File: src/rtl/alu_seq_pkg.sv
// Shared types and constants for the ALU op sequencer.
// Opcode constants, FSM state encoding and the op-class decode.
package alu_seq_pkg;

    localparam int OP_W = 5;

    localparam logic [OP_W-1:0] OP_OR  = 5'b00010;
    localparam logic [OP_W-1:0] OP_MUL = 5'b01110;
    localparam logic [OP_W-1:0] OP_DIV = 5'b01111;
    localparam logic [OP_W-1:0] OP_NEG = 5'b10001;
    localparam logic [OP_W-1:0] OP_NOT = 5'b10010;

    typedef enum logic [2:0] {
        IDLE,
        S_Y,
        S_ALU,
        S_ZLO,
        S_ZHI,
        S_DONE
    } state_e;

    typedef enum logic [1:0] {
        CLS_BINARY,
        CLS_UNARY,
        CLS_MULTI
    } op_class_e;

    function automatic op_class_e op_class(input logic [OP_W-1:0] op);
        op_class_e c;
        case (op)
            OP_NEG, OP_NOT: c = CLS_UNARY;
            OP_MUL, OP_DIV: c = CLS_MULTI;
            default:        c = CLS_BINARY;
        endcase
        return c;
    endfunction

endpackage

File: src/rtl/onehot_decoder.sv
// Index to one-hot strobe decoder with enable.
// All-zero output when disabled.
module onehot_decoder #(
    parameter int IDX_W    = 4,
    parameter int NUM_REGS = 16
) (
    input  logic [IDX_W-1:0]    idx,
    input  logic                en,
    output logic [NUM_REGS-1:0] onehot
);

    // one bit per register, at most one set
    always_comb begin
        onehot = '0;
        for (int i = 0; i < NUM_REGS; i++) begin
            onehot[i] = en && (idx == i[IDX_W-1:0]);
        end
    end

endmodule

File: src/rtl/alu_op_sequencer.sv
// Handshake-driven microsequencer for register-register ALU ops.
// Optional perf counters: define ALU_SEQ_PERF_EN.
module alu_op_sequencer
    import alu_seq_pkg::*;
#(
    parameter int NUM_REGS = 16,
    parameter int IDX_W    = 4,
    parameter int OP_W     = alu_seq_pkg::OP_W,
    parameter int MAX_WAIT = 64
) (
    input  logic                Clock,
    input  logic                clear,
    input  logic                start,
    input  logic [OP_W-1:0]     op,
    input  logic [IDX_W-1:0]    ra,
    input  logic [IDX_W-1:0]    rb,
    input  logic [IDX_W-1:0]    rc,
    input  logic                alu_ready,
    output logic                busy,
    output logic                done,
    output logic                err,
    output logic [OP_W-1:0]     alu_op,
    output logic [NUM_REGS-1:0] reg_out,
    output logic [NUM_REGS-1:0] reg_in,
    output logic                Yin,
    output logic                Zin,
    output logic                Zlowout,
    output logic                Zhighout,
    output logic                HIin,
    output logic                LOin,
    output logic [31:0]         op_count,
    output logic [31:0]         stall_count
);

    localparam int WAIT_W = $clog2(MAX_WAIT) + 1;
    localparam logic [WAIT_W-1:0] WAIT_LAST = WAIT_W'(MAX_WAIT - 1);
    localparam logic [IDX_W:0] NREG = (IDX_W + 1)'(NUM_REGS);

    state_e            state;
    logic [OP_W-1:0]   op_q;
    logic [IDX_W-1:0]  ra_q;
    logic [IDX_W-1:0]  rb_q;
    logic [IDX_W-1:0]  rc_q;
    logic [WAIT_W-1:0] wait_q;
    logic              err_q;

    logic              idx_ok;
    logic              is_multi;
    logic              is_unary;
    logic              new_unary;
    logic              out_en;
    logic              in_en;
    logic [IDX_W-1:0]  out_idx;

    assign idx_ok = ({1'b0, ra} < NREG) &&
                    ({1'b0, rb} < NREG) &&
                    ({1'b0, rc} < NREG);

    assign is_multi  = (op_class(op_q) == CLS_MULTI);
    assign is_unary  = (op_class(op_q) == CLS_UNARY);
    assign new_unary = (op_class(op) == CLS_UNARY);

    // sequencing FSM: capture, walk bus phases, time out on alu_ready
    always_ff @(posedge Clock or negedge clear) begin
        if (!clear) begin
            state  <= IDLE;
            op_q   <= '0;
            ra_q   <= '0;
            rb_q   <= '0;
            rc_q   <= '0;
            wait_q <= '0;
            err_q  <= 1'b0;
        end else begin
            err_q <= 1'b0;
            case (state)
                IDLE: begin
                    if (start) begin
                        if (idx_ok) begin
                            op_q   <= op;
                            ra_q   <= ra;
                            rb_q   <= rb;
                            rc_q   <= rc;
                            wait_q <= '0;
                            state  <= new_unary ? S_ALU : S_Y;
                        end else begin
                            err_q <= 1'b1;
                        end
                    end
                end
                S_Y: state <= S_ALU;
                S_ALU: begin
                    if (!is_multi || alu_ready) begin
                        state <= S_ZLO;
                    end else if (wait_q == WAIT_LAST) begin
                        err_q <= 1'b1;
                        state <= IDLE;
                    end else begin
                        wait_q <= wait_q + WAIT_W'(1);
                    end
                end
                S_ZLO:  state <= is_multi ? S_ZHI : S_DONE;
                S_ZHI:  state <= S_DONE;
                S_DONE: state <= IDLE;
                default: state <= IDLE;
            endcase
        end
    end

    // strobe decode from registered state and captured fields
    always_comb begin
        busy     = (state != IDLE) && (state != S_DONE);
        done     = (state == S_DONE);
        err      = err_q;
        alu_op   = (state == S_ALU) ? op_q : '0;
        out_en   = (state == S_Y) || (state == S_ALU);
        out_idx  = ((state == S_Y) || is_unary) ? rb_q : rc_q;
        in_en    = (state == S_ZLO) && !is_multi;
        Yin      = (state == S_Y);
        Zin      = (state == S_ALU) && (!is_multi || alu_ready);
        Zlowout  = (state == S_ZLO);
        LOin     = (state == S_ZLO) && is_multi;
        Zhighout = (state == S_ZHI);
        HIin     = (state == S_ZHI);
    end

    onehot_decoder #(
        .IDX_W   (IDX_W),
        .NUM_REGS(NUM_REGS)
    ) u_out_dec (
        .idx   (out_idx),
        .en    (out_en),
        .onehot(reg_out)
    );

    onehot_decoder #(
        .IDX_W   (IDX_W),
        .NUM_REGS(NUM_REGS)
    ) u_in_dec (
        .idx   (ra_q),
        .en    (in_en),
        .onehot(reg_in)
    );

`ifdef ALU_SEQ_PERF_EN
    logic [31:0] op_cnt_q;
    logic [31:0] stall_cnt_q;

    // completed-op and alu_ready stall counters, wrapping
    always_ff @(posedge Clock or negedge clear) begin
        if (!clear) begin
            op_cnt_q    <= '0;
            stall_cnt_q <= '0;
        end else begin
            if (state == S_DONE) begin
                op_cnt_q <= op_cnt_q + 32'd1;
            end
            if ((state == S_ALU) && is_multi && !alu_ready) begin
                stall_cnt_q <= stall_cnt_q + 32'd1;
            end
        end
    end

    assign op_count    = op_cnt_q;
    assign stall_count = stall_cnt_q;
`else
    assign op_count    = '0;
    assign stall_count = '0;
`endif

endmodule
File: config.mk
export PLATFORM = sky130hd
export DESIGN_NAME = alu_op_sequencer
export DESIGN_NICKNAME = d
export VERILOG_FILES = /design/src/rtl/alu_seq_pkg.sv /design/src/rtl/onehot_decoder.sv /design/src/rtl/alu_op_sequencer.sv
export SDC_FILE = /design/constraint.sdc
export NUM_CORES = 1
export LEC_CHECK = 0
export CORE_ASPECT_RATIO = 1.75
export CORE_MARGIN = 2
export CORE_UTILIZATION = 32
export CTS_BUF_LIST = sky130_fd_sc_hd__clkbuf_2 sky130_fd_sc_hd__clkbuf_4 sky130_fd_sc_hd__clkbuf_8
export CTS_CLUSTER_DIAMETER = 30
export DETAILED_ROUTE_END_ITERATION = 8
export PLACE_DENSITY = 0.73
export REMOVE_ABC_BUFFERS = 1
export SLEW_MARGIN = 20
export SYNTH_ARGS = -nofsm -noshare
export SYNTH_HDL_FRONTEND = slang
export SYNTH_SLANG_ARGS = --single-unit
File: constraint.sdc
create_clock -name Clock -period 2.4 [get_ports Clock]
set_clock_uncertainty 0.2 [all_clocks]
set_input_delay 0.24 -clock Clock [delete_from_list [all_inputs] [get_ports Clock]]
set_output_delay 0.24 -clock Clock [all_outputs]
set_load 0.03 [all_outputs]
==> flow_summary.yaml <==
synth:
  syn_avg_cell_area_um2: 8.02
  yosysSeqAreaShare_pct: 30.9
  ys.flop_type: "dfrtp_1"
  async_flop_share_pct: 100
  synth.cell_area_um2: 2270
  synth_edf_count: 0
  synth_warnings: 0
  syn_inst: 283
  synth_cell_types: 47
  synth-seq-cells: 28
pwr:
  peakVddDrop_uv: 507
  seqPwrFrac_pct: 24.0
  p_per_area_nw_per_um2: 1150
  clockPowerShare_pct: 10.5
  combPwrFrac_pct: 65.5
  power.total_w: 0.00365
  p_leak_nw: 1.59
  p_sw_share_pct: 48.9
  p_sw_w: 0.00178
  internal_power_w: 0.00186
global_route:
  overflow: 0
  antenna_found_initial: 0
  grt_max_degree: 29
  grt_pass1_wl_um: 8480
  track_usage_pct: 14.1
  grt_pass1_vias: 1782
min_path:
  hold_path_class: "in -> async"
timing:
  slew_violations: 0
  layout_min_cycle_time_ns: 2.43
  fin_ws_ns: -0.0250
  finalCritPeriodShare_pct: 101
  hold_viol: 0
  rsz0062_at_grt: "yes"
  finalSetupViolCount: 3
  max_freq_mhz: 412
setup_path:
  critical_path.most_common_cell: "buf_4"
  slowest_stage: "dfrtp_2"
  worstSetupPathType: "reg -> out"
  crit_path_max_fanout: 8
  cp.required_ns: 1.96
  crit_arrival_ns: 1.99
  cpPeakStageDelay_ns: 0.47
  start_kind: "flip-flop"
  endpoint_kind: "output pin"
  cp_cell_sequence: "nor3b_4 > buf_4 > a31o_2 > a22oi_2 > buf_4 > nor3_2 > buf_4"
placement:
  io_buffers: 66
  dp_hpwl_um: 4370
  dp.cells: 432
  gp_congestion: 0.840
clock_network:
  cts-buffers-inserted: 3
  clockBufferDepth: 2
  ctsHtreeMaxLevel: 1
  clk_pin_slew_ns: 0.11
  clk_latency_ns: 0.29
  cts-root-buf: "clkbuf_8"
  cts_tree: "built"
  cts_sinks: 28
final_layout:
  stdcell_count: 447
  final_nets: 386
  fillers: 652
  drive_above_1_share_pct: 28.9
  syn_to_final_growth_pct: 39.4
  layout.cells.most_common_list: "conb_1, nand2_1, buf_4"
  n_antenna_cell: 0
  layout_commonest_cell: "conb_1"
routing:
  via_count: 2070
  vias_per_cell: 4.63
  postRouteAntennaNets: 0
  drt_first_pass_iters: 4
  remaining_drc_errors: 0
  drtIter0Drc: 53
  wl_per_cell_um: 13.2
  finalWirelength_um: 5900
floorplanning:
  fp.dieW_um: 67.6
  start_util_pct: 33.1
  die-area_um2: 7800
  die-height_um: 115
  io_pins: 131
  rows: 40
  coreArea_um2: 6860
status:
  violations: "negative setup slack"
  status: "complete, but fails checks"
job:
  maxCapViolCount: 0
==> cell families after synthesis <==
logic type	share of synthesized area (%)
flip-flops	30.9
AND/OR/NAND/NOR	31.4
adder cells (fa/ha/maj)	0.551
multiplexers	4.08
XOR/XNOR	1.16
AO/OA/AOI/OAI	7.83
other	0.165
buffers and inverters	23.9
==> metrics by stage <==
step | setup slack, ns | utilization, % | hold slack, ns | setup TNS (ns) | instance area [um2]
after floorplan | -0.437 | - | -0.256 | -11.50 | 1980
after global placement | 0.127 | 40.0 | 0.283 | 0 | 2740
after detailed placement | 0.0803 | 40.0 | 0.287 | 0 | 2740
after CTS | -0.0192 | 42.0 | 0.152 | -0.0595 | 2880
after global routing | -0.115 | 46.1 | 0.159 | -1.35 | 3160
final | -0.0250 | 46.1 | 0.132 | -0.0383 | 3160
==> flip-flops by register name, indices dropped and copies added (netlist names) <==
signal and cells:
rc_q 4, wait_q 7, op_q 5, ra_q 4, rb_q 4, state 3
err 1
==> path summary, 6_finish.rpt <==
path                                    endpoint                   from  slack [ns]  depth (start not counted)
min in group Clock           rc_q[3]$_DFFE_PN0P_                  rc[3]        0.27                          3
min reg2reg                wait_q[6]$_DFFE_PN0P_  wait_q[6]$_DFFE_PN0P_        0.31                          2
max                                   reg_out[8]   state[2]$_DFFE_PN0P_       -0.03                          7
max in group asynchronous   state[2]$_DFFE_PN0P_                  clear        1.57                          2
min                         state[0]$_DFFE_PN0P_                  clear        0.13                          2
max reg2reg                 state[1]$_DFFE_PN0P_    op_q[4]$_DFFE_PN0P_        0.35                          5
==> critical path, delay by kind of cell, from the launching register on <==
family                 cells  cell delay, ns
buffers and inverters      3            0.54
flip-flops                 1            0.47
AND/OR/NAND/NOR            2            0.46
AO/OA/AOI/OAI              2            0.24
==> cells in the mapped netlist (2+ instances only) <==
master | n | area share [%]
a21oi_1 | 2 | 0.44
a22oi_1 | 2 | 0.66
and2_1 | 7 | 1.9
buf_2 | 4 | 0.88
buf_4 | 65 | 22
clkbuf_1 | 4 | 0.66
dfrtp_1 | 28 | 31
inv_1 | 4 | 0.66
mux2_2 | 2 | 0.99
mux2i_1 | 7 | 3.1
nand2_1 | 60 | 9.9
nand2b_1 | 5 | 1.4
nand3_1 | 2 | 0.44
nand4_1 | 4 | 1.1
nand4b_1 | 2 | 0.77
nor2_1 | 21 | 3.5
nor2b_1 | 7 | 1.9
nor3_1 | 21 | 4.6
nor3b_1 | 2 | 0.66
nor3b_2 | 2 | 1.1
nor4b_1 | 2 | 0.77
o21ai_0 | 3 | 0.66
o2bb2ai_1 | 2 | 0.77
xor2_1 | 2 | 0.77
==> what timing repair did <==
| item | 4_1_cts | 5_1_grt |
|---|---|---|
| pin swaps | 1 | 9 |
| buffers inserted | 3 | 9 |
| setup endpoints to repair | 22 | 26 |
| hold buffers | 0 | 0 |
| gates cloned | 0 | 0 |
| resized for setup | 14 | 44 |
==> power groups by stage <==
stage | clock network, W | registers (W) | logic [W]
3_3_place_gp | 0 | 0.000828 | 0.00171
2_1_floorplan | 0 | 0.000814 | 0.00117
5_1_grt | 0.000409 | 0.000898 | 0.00256
3_5_place_dp | 0 | 0.000840 | 0.00173
4_1_cts | 0.000382 | 0.000847 | 0.00187
6_report | 0.000384 | 0.000875 | 0.00239
==> per-layer routing <==
layer / GRT usage, % / vias up / wire, um
met4: 6.94 / 0 / 165
met3: 2.05 / 10 / 358
met2: 24.4 / 98 / 3170
met5: 0 / - / 0
li1: - / 977 / -
met1: 16.6 / 985 / 2210
==> layout make-up <==
class,count,area (um2),share of cell area [%]
flip-flops and latches,28,707,22.3
clock inverters,1,30.0,0.949
clock buffers,3,41.3,1.31
well taps,84,105,3.32
inverters,4,15.0,0.475
repair buffers,87,779,24.6
multi-input cells,240,1490,47.0
No activity file was read; power rests on OpenSTA's default activity.
